<file path="src/rtl/entropy_pkg.sv">
// Shared types and constants for the entropy pool scheduler and its arbiter.
package entropy_pkg;

  localparam int ENTROPY_WORD_WIDTH = 32;

  typedef enum logic [1:0] {
    STARTUP,
    RUN,
    FAULT
  } pool_state_t;

endpackage

</file>
<file path="src/rtl/entropy_rr_arbiter.sv">
// Round-robin arbiter: combinational one-hot grant, registered last-grant pointer.
module entropy_rr_arbiter #(
  parameter int NUM_REQ = 2
) (
  input  logic               clk,
  input  logic               rst,
  input  logic [NUM_REQ-1:0] req_i,
  input  logic               enable_i,
  input  logic               advance_i,
  output logic [NUM_REQ-1:0] grant_o
);

  localparam int PW = (NUM_REQ > 1) ? $clog2(NUM_REQ) : 1;

  logic [PW-1:0] last_q;
  logic [PW-1:0] winner;

  // Scan from lowest priority to highest so the last hit (just after last_q) wins.
  always_comb begin
    int idx;
    idx     = 0;
    grant_o = '0;
    winner  = last_q;
    if (enable_i) begin
      for (int k = NUM_REQ; k >= 1; k--) begin
        idx = (int'(last_q) + k) % NUM_REQ;
        if (req_i[idx]) begin
          grant_o      = '0;
          grant_o[idx] = 1'b1;
          winner       = PW'(idx);
        end
      end
    end
  end

  always_ff @(posedge clk or posedge rst) begin
    if (rst) begin
      last_q <= PW'(NUM_REQ - 1);
    end else if (advance_i) begin
      last_q <= winner;
    end
  end

endmodule

</file>
<file path="src/rtl/entropy_pool_scheduler.sv">
// Health-tests jitter words, buffers passing words in a FIFO and hands them
// out one per cycle to round-robin arbitrated requesters.
module entropy_pool_scheduler
  import entropy_pkg::*;
#(
  parameter int NUM_REQ       = 2,
  parameter int FIFO_DEPTH    = 4,
  parameter int STARTUP_WORDS = 16,
  parameter int REP_LIMIT     = 3
) (
  input  logic                          clk,
  input  logic                          rst,
  input  logic [ENTROPY_WORD_WIDTH-1:0] entropy_word,
  input  logic                          entropy_valid,
  input  logic [NUM_REQ-1:0]            req,
  output logic [NUM_REQ-1:0]            grant,
  output logic [ENTROPY_WORD_WIDTH-1:0] rd_data,
  output logic                          rd_valid,
  output logic                          fault,
  input  logic                          fault_clear,
  output logic                          ready,
  output logic [$clog2(FIFO_DEPTH):0]   fifo_level,
  output logic [7:0]                    drop_count
);

  localparam int AW = $clog2(FIFO_DEPTH);

  pool_state_t state_q, state_d;

  logic [ENTROPY_WORD_WIDTH-1:0] prev_word_q;
  logic                          prev_valid_q;
  logic [3:0]                    rep_cnt_q;
  logic [7:0]                    startup_cnt_q;

  logic [ENTROPY_WORD_WIDTH-1:0] mem [FIFO_DEPTH];
  logic [AW-1:0]                 wr_ptr_q, rd_ptr_q;
  logic [AW:0]                   count_q;

  logic [NUM_REQ-1:0]            grant_q, grant_d, arb_grant;
  logic [ENTROPY_WORD_WIDTH-1:0] rd_data_q, rd_data_d;
  logic                          rd_valid_q, fault_q, fault_d, ready_q, ready_d;
  logic [7:0]                    drop_q;

  logic       word_ok, rep_match, rep_fail, pass, startup_done, enter_fault;
  logic [3:0] rep_next;
  logic       fifo_empty, fifo_full, arb_enable, pop, push, drop;

  assign word_ok      = entropy_valid && (state_q != FAULT);
  assign rep_match    = prev_valid_q && (entropy_word == prev_word_q);
  assign rep_next     = rep_match ? (rep_cnt_q + 4'd1) : 4'd1;
  assign rep_fail     = word_ok && (rep_next >= 4'(REP_LIMIT));
  assign pass         = word_ok && !rep_fail;
  assign startup_done = pass && (state_q == STARTUP) &&
                        ((startup_cnt_q + 8'd1) == 8'(STARTUP_WORDS));

  assign fifo_empty  = (count_q == '0);
  assign fifo_full   = (count_q == (AW+1)'(FIFO_DEPTH));
  assign arb_enable  = (state_q == RUN) && !fifo_empty;
  assign enter_fault = (state_q != FAULT) && (state_d == FAULT);
  // A grant arbitrated in the same cycle as a health failure is discarded with the flush.
  assign pop         = (|arb_grant) && !enter_fault;
  assign push        = pass && (state_q == RUN) && (!fifo_full || pop);
  assign drop        = pass && (state_q == RUN) && fifo_full && !pop;

  entropy_rr_arbiter #(
    .NUM_REQ(NUM_REQ)
  ) u_arbiter (
    .clk      (clk),
    .rst      (rst),
    .req_i    (req),
    .enable_i (arb_enable),
    .advance_i(pop),
    .grant_o  (arb_grant)
  );

  always_ff @(posedge clk or posedge rst) begin
    if (rst) begin
      state_q <= STARTUP;
    end else begin
      state_q <= state_d;
    end
  end

  always_comb begin
    state_d = state_q;
    case (state_q)
      STARTUP: begin
        if (rep_fail)          state_d = FAULT;
        else if (startup_done) state_d = RUN;
      end
      RUN: begin
        if (rep_fail) state_d = FAULT;
      end
      FAULT: begin
        if (fault_clear) state_d = STARTUP;
      end
      default: state_d = STARTUP;
    endcase
  end

  always_comb begin
    fault_d   = (state_d == FAULT);
    ready_d   = (state_d == RUN);
    grant_d   = pop ? arb_grant : '0;
    rd_data_d = pop ? mem[rd_ptr_q] : '0;
  end

  always_ff @(posedge clk or posedge rst) begin
    if (rst) begin
      prev_word_q   <= '0;
      prev_valid_q  <= 1'b0;
      rep_cnt_q     <= '0;
      startup_cnt_q <= '0;
    end else if (state_q == FAULT) begin
      if (fault_clear) begin
        prev_valid_q  <= 1'b0;
        rep_cnt_q     <= '0;
        startup_cnt_q <= '0;
      end
    end else if (word_ok) begin
      prev_word_q  <= entropy_word;
      prev_valid_q <= 1'b1;
      rep_cnt_q    <= rep_next;
      if (pass && (state_q == STARTUP)) begin
        startup_cnt_q <= startup_cnt_q + 8'd1;
      end
    end
  end

  always_ff @(posedge clk or posedge rst) begin
    if (rst) begin
      wr_ptr_q <= '0;
      rd_ptr_q <= '0;
      count_q  <= '0;
    end else if (enter_fault) begin
      wr_ptr_q <= '0;
      rd_ptr_q <= '0;
      count_q  <= '0;
    end else begin
      if (push) wr_ptr_q <= wr_ptr_q + AW'(1);
      if (pop)  rd_ptr_q <= rd_ptr_q + AW'(1);
      case ({push, pop})
        2'b10:   count_q <= count_q + (AW+1)'(1);
        2'b01:   count_q <= count_q - (AW+1)'(1);
        default: count_q <= count_q;
      endcase
    end
  end

  always_ff @(posedge clk) begin
    if (push) begin
      mem[wr_ptr_q] <= entropy_word;
    end
  end

  always_ff @(posedge clk or posedge rst) begin
    if (rst) begin
      grant_q    <= '0;
      rd_valid_q <= 1'b0;
      rd_data_q  <= '0;
      fault_q    <= 1'b0;
      ready_q    <= 1'b0;
      drop_q     <= '0;
    end else begin
      grant_q    <= grant_d;
      rd_valid_q <= pop;
      rd_data_q  <= rd_data_d;
      fault_q    <= fault_d;
      ready_q    <= ready_d;
      if (drop && (drop_q != 8'hFF)) begin
        drop_q <= drop_q + 8'd1;
      end
    end
  end

  assign grant      = grant_q;
  assign rd_valid   = rd_valid_q;
  assign rd_data    = rd_data_q;
  assign fault      = fault_q;
  assign ready      = ready_q;
  assign fifo_level = count_q;
  assign drop_count = drop_q;

endmodule
</file>
<file path="config.mk">
export PLATFORM = sky130hd
export DESIGN_NAME = entropy_pool_scheduler
export DESIGN_NICKNAME = d
export VERILOG_FILES = /design/src/rtl/entropy_pkg.sv /design/src/rtl/entropy_rr_arbiter.sv /design/src/rtl/entropy_pool_scheduler.sv
export SDC_FILE = /design/constraint.sdc
export NUM_CORES = 1
export LEC_CHECK = 0
export BUFFER_PORTS_ARGS = -buffer_cell sky130_fd_sc_hd__buf_2
export CORE_UTILIZATION = 55
export DETAILED_ROUTE_END_ITERATION = 16
export PLACE_DENSITY_LB_ADDON = 0.15
export SYNTH_ARGS = -nofsm -noshare
export SYNTH_HDL_FRONTEND = slang
export SYNTH_HIERARCHICAL = 1
export SYNTH_SLANG_ARGS = --single-unit
</file>
<file path="constraint.sdc">
create_clock -name clk -period 4.5 [get_ports clk]
set_clock_uncertainty 0.2 [all_clocks]
set_input_delay 0.225 -clock clk [delete_from_list [all_inputs] [get_ports clk]]
set_output_delay 0.225 -clock clk [all_outputs]
set_load 0.01 [all_outputs]
</file>
==> results of run 1 <==
[final timing paths]
check	end	startpoint	depth (start not counted)	slack, ns
max in group asynchronous	rd_ptr_q[0]$_DFFE_PP0P_	rst	4	2.76
hold / removal	u_arbiter/last_q$_DFFE_PP1P_	rst	3	0.12
setup / recovery	u_arbiter/last_q$_DFFE_PP1P_	rep_cnt_q[0]$_DFFE_PP0P_	11	1.07
setup reg to reg	u_arbiter/last_q$_DFFE_PP1P_	rep_cnt_q[0]$_DFFE_PP0P_	11	1.07
hold reg to reg	prev_valid_q$_DFFE_PP0P_	prev_valid_q$_DFFE_PP0P_	2	0.28
min in group clk	prev_valid_q$_DFFE_PP0P_	prev_valid_q$_DFFE_PP0P_	2	0.28
[layout make-up]
cell class	count	area, um^2	share of cell area (%)
Timing Repair Buffer	133	880.8	7.931
Clock inverter	13	115.1	1.036
Tap cell	220	275.3	2.479
Multi-Input combinational cell	302	2784	25.07
Sequential cell	228	6349	57.17
Inverter	11	43.79	0.3943
Clock buffer	31	658.1	5.926
[kinds of logic (layout without fill, tap and decap cells)]
logic type      count (synthesis)  after routing
mux                            68             68
compound gates                 43             43
fa+ha+maj                       9              9
buf+inv                        29            188
flops                         228            228
xor+xnor                       48             48
simple gates                  134            134
[worst max-delay path, delay by kind of cell, from the launching register on]
kind | cells | cell delay (ns)
buf+inv | 3 | 1.18
compound gates | 5 | 0.82
flops | 1 | 0.44
simple gates | 2 | 0.44
fa+ha+maj | 1 | 0.27
[synthesized netlist by cell type (all sizes together), types with 2 or more instances]
cell type	instances
a211o	4
a21o	4
a21oi	8
a22o	3
a31oi	3
and2	9
and3	6
buf	9
clkbuf	9
dfrtp	99
edfxtp	128
ha	8
inv	11
mux2	34
mux2i	2
mux4	32
nand2	23
nand3	16
nand4	10
nor2	16
nor2b	35
nor3	11
nor3b	3
nor4	2
o21ai	10
o21bai	2
o31a	2
or3	2
xnor2	40
xor2	8
[state kept, by name, indices dropped and copies added (netlist names), 3 cells and up]
register,flops
drop_count,8
rd_data,32
prev_word_q,32
rep_cnt_q,4
startup_cnt_q,8
fifo_level,3
mem,128
[per-stage QoR]
step	hold slack [ns]	instances	power, mW	area [um^2]
after global routing	0.1308	938	5.637	11110
after global placement	0.05418	856	3.486	9952
after detailed placement	0.05556	856	3.520	9952
after CTS	0.08227	938	5.458	11110
final	0.1153	938	5.404	11110
after floorplan	-0.08530	559	3.237	9253
[where the power goes]
group	leakage, nW	internal (mW)	switching, mW
clock network	0.386	1.15	0.763
registers	2.44	2.38	0.205
logic	1.61	0.501	0.410
[per-layer routing]
layer | share of wire, % | global-route usage, %
met1 | 42 | 28.68
met2 | 51 | 36.98
met3 | 4.4 | 3.202
met4 | 2.3 | 6.395
met5 | 0 | 0
[what timing repair did]
| action | CTS | global route |
|---|---|---|
| hold endpoints to repair | 232 | 0 |
| endpoints found under the setup margin | 0 | 0 |
| gates resized for setup | 0 | 0 |
| hold buffers | 38 | 0 |
==> impl_results.md, run 1 <==
* Clock Path Buffers at 3
* Pre-CTS WS at between 1 and 1.5 ns
* Adder-Cell Fraction of Synth Area at ~1.3%
* Synth Cell Area at about 0.0093 mm^2
* Startpoint Class: flip-flop
* Ranking of synthesized cells by area: edfxtp_1 (42%), dfrtp_1 (27%), mux4_2 (7.8%), mux2_2 (4.1%), xnor2_1 (3.8%)
* Die ar. at 0.01735 mm^2
* Post-synthesis cell type count at 52
* Post-Syn Area per Cell at between 15 and 20 um^2
* GP Congestion at roughly 0.77
* Post-synth ARST share at between 40% and 50%
* Commonest non-fill, non-tap cell in the layout: edfxtp_1
* Leak at 4.432 nW
* Row cnt at 47
* Count of final setup violators at 0
* Max-Cap Viols at 0
* Total grt overflow at 0
* Ant. Diodes at 0
* Largest net degree at the start of global routing at 67
* Num CTS Buffers at 24
* Final WL at approximately 18 mm
* Flops & latches, synth at about 230
* Critical path arrival at about 3.7 ns
* Critical Path Slowest Stage Cell: dlygate4sd3_1
* Routed Antenna Nets at 0
* # H-tree levels at 1
* Total Negative Setup Slacks at 0 ns
* PnR worst setup slack at around 1.1 ns
* RSZ-0062 raised after global routing: false
* Cell taking the most area after synthesis: edfxtp_1
* Drt first pass iters at 4
* Final Hold Fails at 0
* Status: completed
* Mux contribution to synthesized area at around 12%
* Port Buf Inserts at 85
* Gr usage total at 21.54%
* CTS sink cnt at between 200 and 250
* Gate Count Post-Synth at between 500 and 600
* Crit end category: flip-flop
* DRT iter0 DRCs at about 260
* Fillers at ~1200
* Rel. slew slack at 26.40%
* Peak VDD IR at ~280 uV
* Max Fclk at ~290 MHz
* Postcts setup bufs at 0
* Via count at a little over 5000
* Highest fanout seen on the critical path at 33
* Synth top area share at roughly two fifths
* Die width at approximately 130 um
* Seq/Total Area, Yosys at slightly below 70%
* Crit Path Class: reg -> reg
* Post-synth EDFFs at ~130
* Die H at around 130 um
* Final period util at 76.33%
* Initial core utilization at between 50% and 60%
* Area delta synth->final at 20.03%
* Xor/xnor share of the synthesized area at 4.544%
* CTS tree: built
* CP required at between 4 and 5 ns
* Pins Over Slew Limit at 0
* Final HPWL DP at between 10 and 15 mm
* Vias in the first global route at between 5000 and 6000
* First-pass GRT wire length at ~29 mm
* Share of cells above drive strength 1 at a little under a third
* Most frequent cells in the layout: edfxtp_1 (128), dfrtp_1 (98), buf_2 (85)
* Final min period at between 3 and 4 ns
* Ys Warns at 6
* DRC errors left at 0
* Placeable core area at between 0.015 and 0.02 mm^2
* Compound-Gate Fraction of Synth Area at under 10%
* Worst slew pin tran at between 1 and 1.5 ns
* # IOs at 86
* Largest family of logic cells by synthesized area: multiplexers
* Min-Delay Path Class: in -> async
* PwrDens at 486.6 mW/mm^2
* # nets final at around 750
* Crit-path cells: ha_1 > and2_1 > a21oi_1 > o31a_1 > nand4_2 > o21ai_2 > buf_4 > inv_1 > a31oi_1 > a41oi_1 > dlygate4sd3_1
* Primary FF master, synth: edfxtp_1
* Worst skew pair latency at around 0.50 ns
* Net Count, Synth at ~610
* Initial antenna violation count at 0
* Register clock-pin slew on the reported worst setup and hold paths at 0.06 ns
* Root Buffer Master: clkbuf_16
* Largest stage delay on the critical path at 0.59 ns
* End-of-flow core utilization at between 60% and 70%
* Via/cell ratio at about 5.5
* Area share of and/or/nand/nor cells after synthesis at a little under 9%
* Post-DR wirelength/cell at between 15 and 20 um
No activity file was read; power rests on OpenSTA's default activity.
==> run 2, diff against run 1 <==
--- a/config.mk
+++ b/config.mk
@@ -5,8 +5,9 @@
 export SDC_FILE = /design/constraint.sdc
 export NUM_CORES = 1
 export LEC_CHECK = 0
+export ABC_AREA = 1
 export BUFFER_PORTS_ARGS = -buffer_cell sky130_fd_sc_hd__buf_2
-export CORE_UTILIZATION = 55
+export CORE_UTILIZATION = 53
 export DETAILED_ROUTE_END_ITERATION = 16
 export PLACE_DENSITY_LB_ADDON = 0.15
 export SYNTH_ARGS = -nofsm -noshare
==> constraint.sdc (replaced) <==
create_clock -name clk -period 2.85 [get_ports clk]
set_clock_uncertainty 0.2 [all_clocks]
set_input_delay 0.1425 -clock clk [delete_from_list [all_inputs] [get_ports clk]]
set_output_delay 0.1425 -clock clk [all_outputs]
set_load 0.01 [all_outputs]
==> impl_results.md, run 2 <==
* Flops & latches, synth at 228
* Via/cell ratio at 5.205
* Final HPWL DP at roughly 12 mm
* Max reg flops at 128
* Area delta synth->final at 21.72%
* CP Buf/Inv Count at 2
* Synth top area share at 40.76%
* Critical path's top delay family: simple AND/OR/NAND/NOR gates
* Critical Path Slowest Stage Cell: dfrtp_1
* Worst slew pin tran at 0.7560 ns
* Crit end category: flip-flop
* Non-Filler Instances at between 1000 and 1500
* RSZ-0062 raised after global routing: true
* PnR worst setup slack at 0.1723 ns
* DP Cell Count at about 1200
* Min-Delay Path Class: in -> async
* Synth Cell Area at ~0.0094 mm^2
* Die ar. at ~0.018 mm^2
* # nets final at 1045
* First-pass GRT wire length at between 30 and 40 mm
* Crit Path Class: reg -> reg
* Critical path arrival at about 2.7 ns
* Seq/Total Area, Yosys at 67.32%
* Area post-placement at between 0.01 and 0.015 mm^2
* Pre-CTS WS at ~0.0055 ns
* Worst skew pair latency at 0.50 ns
* Min Hold Slack at 0.01639 ns
* Die width at 135.4 um
* Drt first pass iters at 5
* Initial core utilization at 54.33%
* Register clock-pin slew on the reported worst setup and hold paths at about 0.06 ns
* End-of-flow core utilization at between 60% and 70%
* Routed Antenna Nets at 0
* Ys Warns at 6
* Peak VDD IR at 477.4 uV
* Root Buffer Master: clkbuf_16
* Count of final setup violators at 0
* Via count at 6449
* Final WL at roughly 20 mm
* Highest fanout seen on the critical path at 32
* Die H at 135.4 um
* Port Buf Inserts at 85
* Post-synthesis cell type count at 35
* Placeable core area at 0.01736 mm^2
* Primary FF master, synth: edfxtp_1
* CTS tree: built
* R2r setup slk at ~0.17 ns
* Post-DR wirelength/cell at 15.96 um
* Row cnt at 48
* Largest stage delay on the critical path at 0.41 ns
* CP required at about 2.8 ns
* Post-synth EDFFs at about 130
* Gate Count Post-Synth at around 860
* Post-route cell area at between 0.01 and 0.015 mm^2
* Most frequent cells in the layout: nand2_1 (216), edfxtp_1 (128), dfrtp_1 (98)
* Max-Cap Viols at 0
* Ant. Diodes at 0
* Status: completed
* Gr usage total at 22.29%
* Leak at 5.009 nW
* Top reg by flops: mem
* Ranking of synthesized cells by area: edfxtp_1 (41%), dfrtp_1 (26%), nand2_1 (8.6%), inv_1 (3.7%), a21oi_1 (3.7%)
* Most frequent cells after synthesis: nand2_1 (217), edfxtp_1 (128), dfrtp_1 (99)
* Share of cells above drive strength 1 at approximately a fifth
* Top-count cell post-synth: nand2_1
* Initial antenna violation count at 0
* Max Fclk at ~370 MHz
* PwrDens at 779.4 mW/mm^2
* Crit-path cells: or2_0 > nand3_1 > nor2_1 > nand3_1 > nor2_4 > nand3_4 > buf_4 > nand3_1 > nor2_2 > nand2_2 > nor2_2 > buf_12
* Post-Syn Area per Cell at 11.03 um^2
* # IOs at 86
* Commonest non-fill, non-tap cell in the layout: nand2_1
* CTS sink cnt at ~230
* GP Congestion at a little over 0.8
* Num CTS Buffers at 23
* Total grt overflow at 0
* Cell taking the most area after synthesis: edfxtp_1
* Final period util at approximately 94%
* # H-tree levels at 1
* Final Hold Fails at 0
* Net Count, Synth at ~900
* Post-synth ARST share at a little over two fifths
* Rel. slew slack at approximately half
* Startpoint Class: flip-flop
* Clock Path Buffers at 3
* Pins Over Slew Limit at 0
* Final min period at roughly 2.7 ns
* Largest net degree at the start of global routing at 61
* DRC errors left at 0
* Critical Path Most Common Cell: nand3_1
* DRT iter0 DRCs at 421
* Vias in the first global route at around 6300
==> run 2: cell count changes after synthesis, moves of 34 or more <==
cell / delta
a21oi_1: +61
nand2_1: +195
mux2_2: -34
inv_1: +82
xnor2_1: -34
nor2b_1: -35
==> run 2: final cells by class <==
class | instances | area [um^2]
Sequential cell | 228 | 6349
Multi-Input combinational cell | 498 | 2638
Clock inverter | 12 | 82.58
Clock buffer | 29 | 608.1
Timing Repair Buffer | 152 | 1159
Fill cell | 1343 | 5879
Inverter | 95 | 360.3
Tap cell | 225 | 281.5
==> run 2: stage by stage <==
stage	setup TNS, ns	total power [mW]
floorplan	-11.37	5.459
global placement	0	6.118
detailed placement	0	6.153
CTS	0	8.960
global route	-0.09802	9.416
finish	0	8.945
==> run 2: worst paths after layout <==
check	start	end	depth (start not counted)
hold reg to reg	u_arbiter/last_q$_DFFE_PP1P_	u_arbiter/last_q$_DFFE_PP1P_	2
hold / removal	rst	u_arbiter/last_q$_DFFE_PP1P_	3
setup / recovery	prev_word_q[28]$_DFFE_PP0P_	mem[0][0]$_DFFE_PP_	12
setup reg to reg	prev_word_q[28]$_DFFE_PP0P_	mem[0][0]$_DFFE_PP_	12
max in group asynchronous	rst	rd_data[10]$_DFF_PP0_	4
min in group clk	entropy_word[28]	mem[0][28]$_DFFE_PP_	2
==> run 2: kinds of logic (layout without fill, tap and decap cells) <==
| family | Yosys count | in the layout | synth area share [%] |
|---|---|---|---|
| DFF | 228 | 228 | 67.32 |
| buffers and inverters | 129 | 288 | 5.348 |
| AOI/OAI and AO/OA | 152 | 152 | 9.859 |
| adders and majority gates | 9 | 9 | 1.274 |
| and+or+nand+nor | 317 | 317 | 14.34 |
| xor gates and xnor gates | 20 | 20 | 1.858 |
==> run 2: report_power, final <==
| part | total [mW] | internal (mW) | switching (mW) |
|---|---|---|---|
| Combinational | 2.05 | 0.715 | 1.33 |
| Sequential | 4.13 | 3.87 | 0.253 |
| Clock | 2.77 | 1.60 | 1.17 |
| Total | 8.94 | 6.18 | 2.76 |
==> run 2: per-layer routing <==
metal	wire length [um]	up-vias	global-route usage, %
li1	-	3170	-
met1	8761	3111	30.46
met2	9912	144	37.61
met3	783	24	2.993
met4	318	0	5.993
met5	0	-	0
==> run 2: what timing repair did <==
action                                  4_1_cts  5_1_grt
setup buffers                                 0        9
hold buffers                                 38        0
gates resized for setup                       0       16
endpoints found under the setup margin        0      130
endpoints found under the hold margin       200        0
==> run 2: worst reg2reg max path: cells and delay by family (launching register included) <==
kind	cells	cell delay [ns]
buf+inv	2	0.34
flops	1	0.41
simple gates	10	1.34
==> run 3, diff against run 2 <==
--- a/config.mk
+++ b/config.mk
@@ -10,6 +10,7 @@
 export CORE_UTILIZATION = 53
 export DETAILED_ROUTE_END_ITERATION = 16
 export PLACE_DENSITY_LB_ADDON = 0.15
+export RECOVER_POWER = 50
 export SYNTH_ARGS = -nofsm -noshare
 export SYNTH_HDL_FRONTEND = slang
 export SYNTH_HIERARCHICAL = 1
==> impl_results.md, run 3 (synthesis gave the netlist of run 2 again) <==
* Status: completed
* Pins Over Slew Limit at 0
* Highest fanout seen on the critical path at 6
* Crit end category: flip-flop
* PwrDens at between 700 and 800 mW/mm^2
* Total grt overflow at 0
* Die ar. at approximately 0.018 mm^2
* DRT iter0 DRCs at between 400 and 500
* Port Buf Inserts at 85
* Area post-placement at 0.01025 mm^2
* Row cnt at between 40 and 50
* R2r startpoint: prev_word_q[25]$_DFFE_PP0P_
* Register clock-pin slew on the reported worst setup and hold paths at 0.06 ns
* Clock Path Buffers at 3
* Via/cell ratio at ~5.2
* Fillers at between 1000 and 1500
* Leak at about 5.0 nW
* Final min period at ~2.7 ns
* Initial antenna violation count at 0
* Share of cells above drive strength 1 at a little under a fifth
* Drt first pass iters at 5
* Gr usage total at roughly 22%
* CTS tree: built
* Final period util at a little over nine tenths
* Via count at roughly 6400
* Cells on worst reg2reg path at 19
* Rel. slew slack at around 50%
* Commonest non-fill, non-tap cell in the layout: nand2_1
* Vias in the first global route at roughly 6300
* Final HPWL DP at roughly 12 mm
* Final Hold Fails at 0
* Worst slew pin tran at roughly 0.75 ns
* CTS sink cnt at roughly 230
* Crit path launch: entropy_word[26]
* Placeable core area at 0.01736 mm^2
* Top reg by flops: mem
* Most frequent cells in the layout: nand2_1 (216), edfxtp_1 (128), dfrtp_1 (98)
* Tot Pwr at 8.932 mW
* # nets final at approximately 1000
* First-pass GRT wire length at around 32 mm
* Die H at 135.4 um
* GP Congestion at 0.8080
* Num CTS Buffers at 23
* R2r setup slk at 0.18 ns
* Post-route cell area at 0.01147 mm^2
* # IOs at 86
* Initial core utilization at between 50% and 60%
* Max reg flops at roughly 130
* Largest net degree at the start of global routing at approximately 60
* Peak VDD IR at between 400 and 500 uV
* Count of final setup violators at 0
* Ant. Diodes at 0
* Crit Path Class: in -> reg
* Reg-to-Reg End: fifo_level[2]$_DFFE_PP0P_
* RSZ-0062 raised after global routing: true
* Non-Filler Instances at around 1200
* Die width at roughly 140 um
* Area delta synth->final at 21.64%
* DP Cell Count at around 1200
* Min-Delay Path Class: in -> async
* # H-tree levels at 1
* Post-DR wirelength/cell at between 15 and 20 um
* Root Buffer Master: clkbuf_16
* Routed Antenna Nets at 0
* Final WL at just under 20 mm
* Critical path arrival at roughly 2.9 ns
* DRC errors left at 0
* Worst skew pair latency at slightly below 0.5 ns
* Max Fclk at 367.1 MHz
* Crit path capture: fifo_level[2]$_DFFE_PP0P_
* Max-Cap Viols at 0
* CP required at ~3 ns
* Startpoint Class: input pin
==> run 3: repair_timing <==
item / 4_1_cts / 5_1_grt
setup endpoints to repair: 0 / 130
hold buffers: 38 / 0
buffers inserted: 0 / 9
endpoints found under the hold margin: 200 / 0
resized for setup: 0 / 16
==> run 3: worst min-delay path by stage <==
stage	cells after the start	end	start
5_1_grt	3	u_arbiter/last_q$_DFFE_PP1P_	rst
4_1_cts	3	u_arbiter/last_q$_DFFE_PP1P_	rst
3_5_place_dp	2	u_arbiter/last_q$_DFFE_PP1P_	rst
6_report	3	u_arbiter/last_q$_DFFE_PP1P_	rst
2_1_floorplan	1	u_arbiter/last_q$_DFFE_PP1P_	rst
3_3_place_gp	2	u_arbiter/last_q$_DFFE_PP1P_	rst
==> run 3: worst max-delay path: stages <==
cell,delay [ns]
dlygate4sd3_1,0.52
clkbuf_1,0.23
inv_1,0.09
nand2_1,0.06
nand2_1,0.05
nor3_1,0.19
nand3_1,0.19
nor2_4,0.22
nand3_4,0.11
nand2_4,0.09
nand3_4,0.09
nand3_2,0.10
inv_2,0.04
fa_2,0.36
xor2_2,0.15
inv_1,0.06
nand4_1,0.06
nand2_1,0.05
nand3_1,0.06
nand2_1,0.05
==> run 3: layout make-up <==
| class | instances | area (um^2) | share of cell area [%] |
|---|---|---|---|
| Clock inverter | 12 | 82.58 | 0.7200 |
| Inverter | 95 | 360.3 | 3.142 |
| Tap cell | 225 | 281.5 | 2.454 |
| Clock buffer | 29 | 608.1 | 5.302 |
| Timing Repair Buffer | 152 | 1151 | 10.04 |
| Sequential cell | 228 | 6349 | 55.35 |
| Multi-Input combinational cell | 498 | 2638 | 23.00 |
==> run 3: per-layer routing <==
| metal | GRT usage, % | up-vias | share of wire, % |
|---|---|---|---|
| met5 | 0 | - | 0 |
| met4 | 5.993 | 0 | 1.6 |
| met3 | 2.993 | 23 | 4.8 |
| met2 | 37.61 | 158 | 50 |
| met1 | 30.46 | 3085 | 43 |
| li1 | - | 3171 | - |
==> run 3: power breakdown <==
group / switching [mW] / internal (mW) / total, mW
registers: 0.252 / 3.87 / 4.13
clock network: 1.16 / 1.60 / 2.76
logic: 1.33 / 0.714 / 2.05
total: 2.75 / 6.18 / 8.93
==> run 3: per-stage QoR <==
stage | utilization, % | setup slack [ns] | hold WS (ns) | TNS [ns]
2_1_floorplan | - | -0.08886 | -0.1678 | -11.37
3_3_place_gp | 59.03 | 0.1284 | -0.03093 | 0
3_5_place_dp | 59.03 | 0.005498 | -0.02746 | 0
4_1_cts | 65.20 | 0.01294 | 0.009523 | 0
5_1_grt | 66.08 | -0.09801 | 0.04934 | -0.1240
6_report | 66.08 | 0.1263 | 0.01961 | 0
